==> src/rtl/mips_mult_div_pkg.sv <==
// Shared definitions for the MIPS multiply/divide unit: op encodings,
// FSM state encoding and the iteration counter sizing helper.
package mips_mult_div_pkg;

  typedef enum logic [1:0] {
    MD_MULTU = 2'b00,
    MD_MULT  = 2'b01,
    MD_DIVU  = 2'b10,
    MD_DIV   = 2'b11
  } md_op_e;

  typedef enum logic [1:0] {
    S_IDLE = 2'b00,
    S_RUN  = 2'b01,
    S_FIN  = 2'b10
  } md_state_e;

  localparam int MD_DEFAULT_WIDTH = 32;

  // Counter must reach WIDTH-1, so $clog2(WIDTH) bits; never narrower than 1.
  function automatic int md_cnt_width(input int width);
    return (width > 1) ? $clog2(width) : 1;
  endfunction

endpackage

==> src/rtl/mips_mult_div_datapath.sv <==
// Iteration datapath of the multiply/divide unit.
// Multiply: radix-2 shift-add; {acc, shreg} ends up as the 2*WIDTH-bit product.
// Divide: restoring division; shreg ends as the quotient, acc as the remainder.
// Operands arrive here already as magnitudes; sign handling lives in the top.
import mips_mult_div_pkg::*;

module mips_mult_div_datapath #(
  parameter int WIDTH = MD_DEFAULT_WIDTH
) (
  input  logic             clk,
  input  logic             rst_n,
  input  logic             load,
  input  logic             step,
  input  logic             is_div,
  input  logic [WIDTH-1:0] op_a,
  input  logic [WIDTH-1:0] op_b,
  output logic [WIDTH-1:0] acc,
  output logic [WIDTH-1:0] shreg
);

  logic [WIDTH-1:0] acc_q, acc_d;
  logic [WIDTH-1:0] sh_q, sh_d;
  logic [WIDTH-1:0] b_q, b_d;

  logic [WIDTH:0]   mul_sum;
  logic [WIDTH:0]   div_shift;
  logic [WIDTH-1:0] div_diff;
  logic             div_fits;

  // One iteration's worth of arithmetic for both operations.
  always_comb begin
    mul_sum   = {1'b0, acc_q} + (sh_q[0] ? {1'b0, b_q} : {(WIDTH+1){1'b0}});
    div_shift = {acc_q, sh_q[WIDTH-1]};
    div_diff  = div_shift[WIDTH-1:0] - b_q;
    div_fits  = div_shift[WIDTH] | (div_shift[WIDTH-1:0] >= b_q);
  end

  // Load clears the accumulator and seeds the shift register; step advances one bit.
  always_comb begin
    acc_d = acc_q;
    sh_d  = sh_q;
    b_d   = b_q;
    if (load) begin
      acc_d = '0;
      sh_d  = op_a;
      b_d   = op_b;
    end else if (step) begin
      if (is_div) begin
        if (div_fits) begin
          acc_d = div_diff;
          sh_d  = {sh_q[WIDTH-2:0], 1'b1};
        end else begin
          acc_d = div_shift[WIDTH-1:0];
          sh_d  = {sh_q[WIDTH-2:0], 1'b0};
        end
      end else begin
        acc_d = mul_sum[WIDTH:1];
        sh_d  = {mul_sum[0], sh_q[WIDTH-1:1]};
      end
    end
  end

  // Work registers.
  always_ff @(posedge clk or negedge rst_n) begin
    if (!rst_n) begin
      acc_q <= '0;
      sh_q  <= '0;
      b_q   <= '0;
    end else begin
      acc_q <= acc_d;
      sh_q  <= sh_d;
      b_q   <= b_d;
    end
  end

  assign acc   = acc_q;
  assign shreg = sh_q;

endmodule

==> src/rtl/mips_mult_div.sv <==
// MIPS multiply/divide unit with architectural HI/LO registers.
// Keeps the FSM, operand latching, sign fix-up and HI/LO with MTHI/MTLO.
// Optional macro SIGNED_MD_EN: when defined, MULT/DIV are signed; otherwise
// they behave as MULTU/DIVU and no sign logic is built.
import mips_mult_div_pkg::*;

module mips_mult_div #(
  parameter int WIDTH = MD_DEFAULT_WIDTH
) (
  input  logic             clk,
  input  logic             rst_n,
  input  logic             start,
  input  logic [1:0]       op,
  input  logic [WIDTH-1:0] operand_a,
  input  logic [WIDTH-1:0] operand_b,
  input  logic             hi_we,
  input  logic             lo_we,
  input  logic [WIDTH-1:0] wdata,
  output logic             busy,
  output logic             done,
  output logic [WIDTH-1:0] hi,
  output logic [WIDTH-1:0] lo,
  output logic             div_by_zero
);

  localparam int             CW       = md_cnt_width(WIDTH);
  localparam logic [CW-1:0]  CNT_LAST = CW'(WIDTH-1);

  md_state_e        state_q, state_d;
  logic [CW-1:0]    cnt_q, cnt_d;
  logic             is_div_q, is_div_d;
  logic [WIDTH-1:0] a_q, a_d;
  logic             b_zero_q, b_zero_d;
  logic             done_q, done_d;
  logic             dbz_q, dbz_d;
  logic [WIDTH-1:0] hi_q, hi_d;
  logic [WIDTH-1:0] lo_q, lo_d;

  logic             op_is_div;
  logic [WIDTH-1:0] mag_a, mag_b;
  logic             dp_load, dp_step;
  logic [WIDTH-1:0] dp_acc, dp_sh;

  logic [2*WIDTH-1:0] prod;
  logic [WIDTH-1:0]   quot, rem;
  logic [WIDTH-1:0]   res_hi, res_lo;

`ifdef SIGNED_MD_EN
  logic op_is_signed;
  logic signed_q, signed_d;
  logic sign_a_q, sign_a_d;
  logic sign_b_q, sign_b_d;
`endif

  // Decode the incoming op and turn signed operands into magnitudes.
  always_comb begin
    op_is_div = (md_op_e'(op) == MD_DIVU) || (md_op_e'(op) == MD_DIV);
    mag_a     = operand_a;
    mag_b     = operand_b;
`ifdef SIGNED_MD_EN
    op_is_signed = (md_op_e'(op) == MD_MULT) || (md_op_e'(op) == MD_DIV);
    if (op_is_signed && operand_a[WIDTH-1]) mag_a = -operand_a;
    if (op_is_signed && operand_b[WIDTH-1]) mag_b = -operand_b;
`endif
  end

  // Apply result signs and the divide-by-zero override to the raw datapath result.
  always_comb begin
    prod = {dp_acc, dp_sh};
    quot = dp_sh;
    rem  = dp_acc;
`ifdef SIGNED_MD_EN
    if (signed_q) begin
      if (sign_a_q ^ sign_b_q) begin
        prod = -prod;
        quot = -quot;
      end
      if (sign_a_q) rem = -rem;
    end
`endif
    if (is_div_q) begin
      if (b_zero_q) begin
        res_hi = a_q;
        res_lo = '1;
      end else begin
        res_hi = rem;
        res_lo = quot;
      end
    end else begin
      res_hi = prod[2*WIDTH-1:WIDTH];
      res_lo = prod[WIDTH-1:0];
    end
  end

  // Next-state and control: launch in IDLE, iterate in RUN, commit HI/LO in FIN.
  always_comb begin
    state_d  = state_q;
    cnt_d    = cnt_q;
    is_div_d = is_div_q;
    a_d      = a_q;
    b_zero_d = b_zero_q;
    done_d   = 1'b0;
    dbz_d    = dbz_q;
    hi_d     = hi_q;
    lo_d     = lo_q;
    dp_load  = 1'b0;
    dp_step  = 1'b0;
`ifdef SIGNED_MD_EN
    signed_d = signed_q;
    sign_a_d = sign_a_q;
    sign_b_d = sign_b_q;
`endif
    case (state_q)
      S_IDLE: begin
        if (start) begin
          state_d  = S_RUN;
          cnt_d    = CNT_LAST;
          is_div_d = op_is_div;
          a_d      = operand_a;
          b_zero_d = (operand_b == '0);
          dbz_d    = 1'b0;
          dp_load  = 1'b1;
`ifdef SIGNED_MD_EN
          signed_d = op_is_signed;
          sign_a_d = op_is_signed & operand_a[WIDTH-1];
          sign_b_d = op_is_signed & operand_b[WIDTH-1];
`endif
        end else begin
          if (hi_we) hi_d = wdata;
          if (lo_we) lo_d = wdata;
        end
      end
      S_RUN: begin
        dp_step = 1'b1;
        if (cnt_q == '0) state_d = S_FIN;
        else             cnt_d   = cnt_q - CW'(1);
      end
      S_FIN: begin
        state_d = S_IDLE;
        done_d  = 1'b1;
        hi_d    = res_hi;
        lo_d    = res_lo;
        if (is_div_q && b_zero_q) dbz_d = 1'b1;
      end
      default: state_d = S_IDLE;
    endcase
  end

  // Control and architectural state registers.
  always_ff @(posedge clk or negedge rst_n) begin
    if (!rst_n) begin
      state_q  <= S_IDLE;
      cnt_q    <= '0;
      is_div_q <= 1'b0;
      a_q      <= '0;
      b_zero_q <= 1'b0;
      done_q   <= 1'b0;
      dbz_q    <= 1'b0;
      hi_q     <= '0;
      lo_q     <= '0;
    end else begin
      state_q  <= state_d;
      cnt_q    <= cnt_d;
      is_div_q <= is_div_d;
      a_q      <= a_d;
      b_zero_q <= b_zero_d;
      done_q   <= done_d;
      dbz_q    <= dbz_d;
      hi_q     <= hi_d;
      lo_q     <= lo_d;
    end
  end

`ifdef SIGNED_MD_EN
  // Operand signs captured at launch for the FIN fix-up.
  always_ff @(posedge clk or negedge rst_n) begin
    if (!rst_n) begin
      signed_q <= 1'b0;
      sign_a_q <= 1'b0;
      sign_b_q <= 1'b0;
    end else begin
      signed_q <= signed_d;
      sign_a_q <= sign_a_d;
      sign_b_q <= sign_b_d;
    end
  end
`endif

  mips_mult_div_datapath #(
    .WIDTH (WIDTH)
  ) u_datapath (
    .clk    (clk),
    .rst_n  (rst_n),
    .load   (dp_load),
    .step   (dp_step),
    .is_div (is_div_q),
    .op_a   (mag_a),
    .op_b   (mag_b),
    .acc    (dp_acc),
    .shreg  (dp_sh)
  );

  assign busy        = (state_q != S_IDLE);
  assign done        = done_q;
  assign hi          = hi_q;
  assign lo          = lo_q;
  assign div_by_zero = dbz_q;

endmodule

==> config.mk <==
export PLATFORM = sky130hd
export DESIGN_NAME = mips_mult_div
export DESIGN_NICKNAME = d
export VERILOG_FILES = /design/src/rtl/mips_mult_div_pkg.sv /design/src/rtl/mips_mult_div_datapath.sv /design/src/rtl/mips_mult_div.sv
export SDC_FILE = /design/constraint.sdc
export NUM_CORES = 1
export LEC_CHECK = 0
export CORE_MARGIN = 2
export CORE_UTILIZATION = 30
export DETAILED_ROUTE_END_ITERATION = 7
export GPL_TIMING_DRIVEN = 0
export PLACE_DENSITY = 0.46
export SYNTH_ARGS = -nofsm -noshare
export SYNTH_HDL_FRONTEND = slang
export SYNTH_SLANG_ARGS = --single-unit
==> constraint.sdc <==
create_clock -name clk -period 4.05 [get_ports clk]
set_input_delay 1.215 -clock clk [delete_from_list [all_inputs] [get_ports clk]]
set_output_delay 1.215 -clock clk [all_outputs]
set_load 0.02 [all_outputs]
==> results.md, run 1 <==
* Count of input and output buffers at approximately 170
* Post-Synthesis Mean Instance Area at 8.23 sq um
* Peak per-stage delay on the critical path at 0.53 ns
* Horiz. Die Dim at roughly 210 um
* Final critical-path share of the clock period at a little over 90%
* Achievable Freq at about 0.26 GHz
* Skew-Pair Late Insertion Delay at 0.55 ns
* Post-placement setup slack at -0.279 ns
* Total area of sequential cells at 5080 sq um
* Clock Root Buffer: sky130_fd_sc_hd__clkbuf_16
* Clock transition at the registers of the reported paths at 0.06 ns
* Leading cell type in the layout, fill and taps excluded: sky130_fd_sc_hd__nand2_1
* Gr usage total at 22.4%
* Drt first pass iters at 5
* Distinct cell type count after synthesis at between 70 and 80
* Gp weighted congestion at 0.888
* Ys async rst share at 100%
* DRT iter0 DRCs at 897
* Setup WS post-layout at 0.273 ns
* Setup clock skew after layout at 0.0127 ns
* Number of nets produced by synthesis at 1724
* Max_slew headroom at a little over a quarter
* Global-route wire length before repair at ~76 mm
* Post-CTS Hold Buffers at 0
* Largest fanout of any net on the critical path at 10
* Row cnt at between 70 and 80
* H-tree Lvls at 1
* GR Util met3 at 2.89%
* Endpoints failing hold at 0
* Layout net count at slightly below 2k
* Top_reg_cell synth: sky130_fd_sc_hd__dfrtp_1
* Hold crit path type: input pin to async pin
* Maximum capacitance violations at 0
* IR drop worst, VDD at 336 uV
* Power Density at 990 nW/um^2
* Final HPWL DP at 38.8 mm
* DRC violations left at 0
* Number of sinks handled by clock tree synthesis at 203
* Critical setup path kind: register to register
* Total overflow reported by the global router at 0
* Postcts setup bufs at 0
* Finished Cell Area at 16100 sq um
* Final WL at 49.6 mm
* Dpl cell area at 15200 sq um
* Number of register bits inferred by synthesis at 203
* Top library cells by usage in the layout, fill and taps aside: sky130_fd_sc_hd__nand2_1, sky130_fd_sc_hd__o21ai_0, sky130_fd_sc_hd__dfrtp_1, sky130_fd_sc_hd__clkdlybuf4s50_1, sky130_fd_sc_hd__a21oi_1
* Layout cells sized above 1 at 4.41%
* Antenna violations before repair at 0
* Clock tree from TritonCTS: done
* Delay-heaviest family, CP: compound AO/OA/AOI/OAI gates
* Fraction of met2 tracks used by global routing at 35.7%
* Final antenna-violating net count at 0
* Leakage Power at 7.15 nW
* Multi-input logic area at slightly above 7000 sq um
* Core region area at 42000 sq um
* Setup repair after global routing missed its margin: no
* WL/cell at 21.5 um
* Final-report setup violation count at 0
* Worst Max-Slew Pin Slew at 1.11 ns
* Global route hottest layer: met2
* FF-to-FF setup slack at 0.27 ns
* Met1 usage in global routing at roughly a third
* Shortest clock period the worst path allows after layout at 3.78 ns
* Syn. warnings at 0
* Vias per Instance at 5.28
* Crit path DAT at between 4 and 5 ns
* Critical Path Sink Type: register
* Crit-path cells: clkbuf_4 -> nand2_1 -> fa_1 -> nand2b_1 -> a21oi_2 -> o211ai_1 -> a21boi_2 -> a41oi_2 -> o21a_1 -> nor4b_1 -> or3_1 -> a221oi_1 -> a21o_1
* Maximum clock insertion buffer count at 3
* Syn Inst Count at 1553
* Layout overhead on the synthesized area at 25.5%
* Required time of the critical path at about 4.5 ns
* Setup crit start kind: register
* Part of the Yosys area used for sequential elements at 39.7%
* Total of fill cells in the finished design at 4362
* Total number of vias at 12.2k
* Die footprint at 44300 sq um
* Vias in the first global route at 12.1k
* Number of enable flip-flop cells after synthesis at 0
* Number of antenna diodes at 0
* Critical path buffer and inverter count at 1
* Starting density of the core at 30.4%
* TritonCTS Buffers at 26
* Run status: finished, final reports clean
* Final count of pins violating max slew at 0
* Largest net degree at the start of global routing at 106
* I/O pin count at 170
* Cell area after synthesis at around 13000 sq um
* Overall die height at 210 um
* Cell with the biggest individual delay on the critical path: sky130_fd_sc_hd__dfrtp_2
[report_power, final]
group	switching, mW	internal, mW	leakage [nW]
logic	5.67	3.95	4.24
registers	0.918	3.02	2.50
clock network	0.970	1.35	0.415
total	7.56	8.32	7.15
[repair_timing]
action | 4_1_cts | 5_1_grt
pin swaps | 0 | 1
endpoints found under the setup margin | 4 | 3
gates resized for setup | 2 | 3
cloned | 0 | 0
[final timing paths]
| path | from | end | cells past startpoint |
|---|---|---|---|
| hold reg to reg | a_q[18] | a_q[18] | 2 |
| setup reg to reg | u_datapath.shreg[0] | u_datapath.acc[27] | 13 |
| min in group clk | a_q[18] | a_q[18] | 2 |
| setup / recovery | u_datapath.shreg[0] | u_datapath.acc[27] | 13 |
| hold / removal | rst_n | u_datapath.b_q[21] | 1 |
| max in group asynchronous | rst_n | u_datapath.shreg[0] | 3 |
[logic make-up after synthesis]
| family | count (synthesis) | share of synthesized area [%] |
|---|---|---|
| xor+xnor | 55 | 3.77 |
| flops | 203 | 39.7 |
| buf+inv | 140 | 4.32 |
| simple gates | 544 | 18.5 |
| fa+ha+maj | 68 | 6.77 |
| compound gates | 498 | 23.4 |
| mux | 45 | 3.52 |
[synth_stat cells, types with 11 or more instances]
cell | number | area (sq um)
sky130_fd_sc_hd__nand2_1 | 314 | 1180
sky130_fd_sc_hd__o21ai_0 | 211 | 1060
sky130_fd_sc_hd__dfrtp_1 | 203 | 5080
sky130_fd_sc_hd__a21oi_1 | 110 | 551
sky130_fd_sc_hd__nor2_1 | 83 | 312
sky130_fd_sc_hd__clkbuf_1 | 73 | 274
sky130_fd_sc_hd__ha_1 | 66 | 826
sky130_fd_sc_hd__inv_1 | 49 | 184
sky130_fd_sc_hd__mux2i_1 | 45 | 450
sky130_fd_sc_hd__nand3_1 | 41 | 205
sky130_fd_sc_hd__and2_1 | 36 | 225
sky130_fd_sc_hd__a21o_1 | 35 | 263
sky130_fd_sc_hd__o22ai_1 | 32 | 200
sky130_fd_sc_hd__xnor2_1 | 32 | 280
sky130_fd_sc_hd__xor2_1 | 23 | 201
sky130_fd_sc_hd__nor2b_1 | 12 | 75.1
sky130_fd_sc_hd__o211ai_1 | 11 | 82.6
[stage by stage]
step	hold slack (ns)	util [%]	power, mW	TNS [ns]	instances
finish	0.475	38.2	15.9	0	2309
global route	0.476	38.2	17.2	0	2309
global placement	0.459	36.0	13.5	-1558.92	2260
CTS	0.461	38.2	16.0	0	2309
detailed placement	0.462	36.2	13.6	-0.716	2262
floorplan	0.446	-	10.3	0	1553
[sequential cells by signal, summed over array words and instances (netlist names)]
name	count
a_q	32
u_datapath.shreg	32
hi	32
u_datapath.acc	32
done	1
div_by_zero	1
lo	32
cnt_q	5
is_div_q	1
b_zero_q	1
state_q	2
u_datapath.b_q	32
[area by class of cell]
class                   count  area share, %
inverters                  51           1.19
plain buffers              89           2.28
clock inverters             7          0.281
well taps                 539           4.20
flip-flops and latches    203           31.7
multi-input cells        1210           44.6
clock buffers              40           4.95
repair buffers            170           10.9
[metal layers]
layer,part of all wire [%],wire (um)
met2,45,22400
met1,48,24000
met3,4.7,2340
met5,0,0
met4,1.8,917
Note: power is estimated with default switching activity, not from simulation.
==> run 2, diff against run 1 <==
CORE_UTILIZATION = 50   (was 30)
PLACE_DENSITY = 0.71   (was 0.46)
==> run 2 against run 1 <==
Effect of this change:
- final cell count decreased by 9.2%
- critical path depth unchanged
- combinational power down 2%
- first-iteration DRC count grew 40%
- final area down 1.9%
- utilization grew 24 points
- critical path type unchanged
- highest routed layer unchanged
==> results.md, run 2 (synthesized netlist as in run 1, its figures left out) <==
* Final critical-path share of the clock period at 95.8%
* Postcts setup bufs at 0
* Largest fanout of any net on the critical path at 10
* WL/cell at 20.2 um
* Vias per Instance at 5.89
* Layout net count at 1919
* Total negative setup slack at 0 ns
* Fraction of power consumed by combinational cells at just over 60%
* Cell with the biggest individual delay on the critical path: sky130_fd_sc_hd__dfrtp_2
* Clock power frac at 14.5%
* Maximum capacitance violations at 0
* Global-route wire length before repair at 67.1 mm
* Register share of total power at 24.9%
* Number of sinks handled by clock tree synthesis at 203
* IR drop worst, VDD at about 480 uV
* Top library cells by usage in the layout, fill and taps aside: sky130_fd_sc_hd__nand2_1, sky130_fd_sc_hd__o21ai_0, sky130_fd_sc_hd__dfrtp_1, sky130_fd_sc_hd__clkdlybuf4s50_1, sky130_fd_sc_hd__a21oi_1
* Internal cell power at 8.34 mW
* Final WL at 42.4 mm
* Final count of pins violating max slew at 0
* Layout cells sized above 1 at 4.14%
* Drt first pass iters at 6
* Total area of sequential cells at ~5000 sq um
* Core region area at approximately 25000 sq um
* Multi-input logic area at 7150 sq um
* I/O pin count at 170
* Hold path cells at 2
* Critical path buffer and inverter count at 1
* TritonCTS Buffers at 24
* NetSw at 7.26 mW
* Maximum clock insertion buffer count at 3
* Setup clock skew after layout at 0.0166 ns
* Skew-Pair Late Insertion Delay at 0.52 ns
* Final antenna-violating net count at 0
* Die footprint at 26900 sq um
* Post-CTS Hold Buffers at 0
* Count of input and output buffers at 168
* Achievable Freq at 0.258 GHz
* Total number of vias at 12.4k
* Layout overhead on the synthesized area at 23.1%
* PostCTS Resize Cnt at 1
* Required time of the critical path at 4.51 ns
* Total of fill cells in the finished design at 2252
* Row cnt at 58
* Crit path DAT at 4.34 ns
* Antenna violations before repair at 0
* Endpoints failing hold at 0
* H-tree Lvls at 1
* Run status: finished, final reports clean
* Cells on worst reg2reg path at 13
* Gr usage total at 31.9%
* Finished Cell Area at 15700 sq um
* Power Density at 992 nW/um^2
* Horiz. Die Dim at 164 um
* Critical Path Sink Type: register
* Final-report setup violation count at 0
* Setup repair after global routing missed its margin: no
* DRT iter0 DRCs at 1252
* Peak per-stage delay on the critical path at between 0.5 and 0.6 ns
* Final HPWL DP at ~32 mm
* Dpl cell area at ~15000 sq um
* Delay-heaviest family, CP: compound AO/OA/AOI/OAI gates
* Vias in the first global route at roughly 12k
* DRC violations left at 0
* Stages on the worst setup path at 13
* Overall die height at 164 um
* Worst Max-Slew Pin Slew at about 1.0 ns
* Gp weighted congestion at 0.958
* Critical setup path kind: register to register
* Clock Root Buffer: sky130_fd_sc_hd__clkbuf_16
* Clock transition at the registers of the reported paths at about 0.06 ns
* Setup crit start kind: register
* Fraction of power spent switching nets at 46.5%
* Shortest clock period the worst path allows after layout at 3.88 ns
* Total overflow reported by the global router at 0
* Clock tree from TritonCTS: done
* Max_slew headroom at 30.4%
* Leading cell type in the layout, fill and taps excluded: sky130_fd_sc_hd__nand2_1
* Leakage Power at 7.12 nW
* Starting density of the core at 50.8%
* Hold crit path type: register to register
* Largest net degree at the start of global routing at 106
* Crit-path cells: clkbuf_2 -> nand2_1 -> fa_1 -> nand2b_1 -> a21oi_1 -> o211ai_1 -> a21boi_2 -> a41oi_2 -> o21a_1 -> nor4b_1 -> or3_1 -> a221oi_1 -> a21o_1
## run 2: routing by layer
layer | track usage, % | up-vias | wire length [um]
li1 | - | 5854 | -
met1 | 44.2 | 5963 | 18500
met2 | 52.7 | 458 | 19900
met3 | 3.59 | 79 | 2660
met4 | 9.33 | 0 | 1260
met5 | 0 | - | 0
## run 2: area by class of cell
cell class,instances,area share [%]
clock inverter,10,0.843
sequential,203,32.3
buffer,89,2.31
multi-input combinational,1210,45.5
clock buffer,32,4.33
antenna,3,0.0477
inverter,51,1.22
timing repair buffer,169,10.9
tap,330,2.62
## run 2: per-stage QoR
| step | cells | hold slack (ns) | worst slack [ns] | power, mW | utilization, % |
|---|---|---|---|---|---|
| finish | 2097 | 0.474 | 0.171 | 15.6 | 62.5 |
| detailed placement | 2052 | 0.463 | -0.153 | 13.2 | 59.2 |
| CTS | 2094 | 0.476 | 0.0627 | 15.5 | 62.5 |
| global placement | 2051 | 0.458 | -6.99 | 13.0 | 59.1 |
| global route | 2094 | 0.491 | 0.000828 | 16.8 | 62.5 |
| floorplan | 1553 | 0.446 | 0.935 | 10.3 | - |
## run 2: worst paths after layout
check | slack, ns | endpoint | start
max | 0.17 | u_datapath.acc[27] | u_datapath.shreg[0]
min | 0.47 | a_q[17] | a_q[17]
max reg2reg | 0.17 | u_datapath.acc[27] | u_datapath.shreg[0]
min reg2reg | 0.47 | a_q[17] | a_q[17]
max in group asynchronous | 2.30 | hi[11] | rst_n
min in group asynchronous | 0.76 | u_datapath.b_q[19] | rst_n
## run 2: power by group through the flow
stage | clock network [mW] | registers, mW | logic, mW
CTS | 2.27 | 3.87 | 9.38
global placement | 0 | 3.88 | 9.13
detailed placement | 0 | 3.89 | 9.30
finish | 2.26 | 3.89 | 9.46
floorplan | 0 | 3.98 | 6.35
global route | 2.36 | 4.00 | 10.5
## run 2: worst min-delay path, cell delays in order, from the launching register on
cell and delay (ns):
sky130_fd_sc_hd__dfrtp_1 0.34, sky130_fd_sc_hd__nand2_1 0.05, sky130_fd_sc_hd__nand2_1 0.06
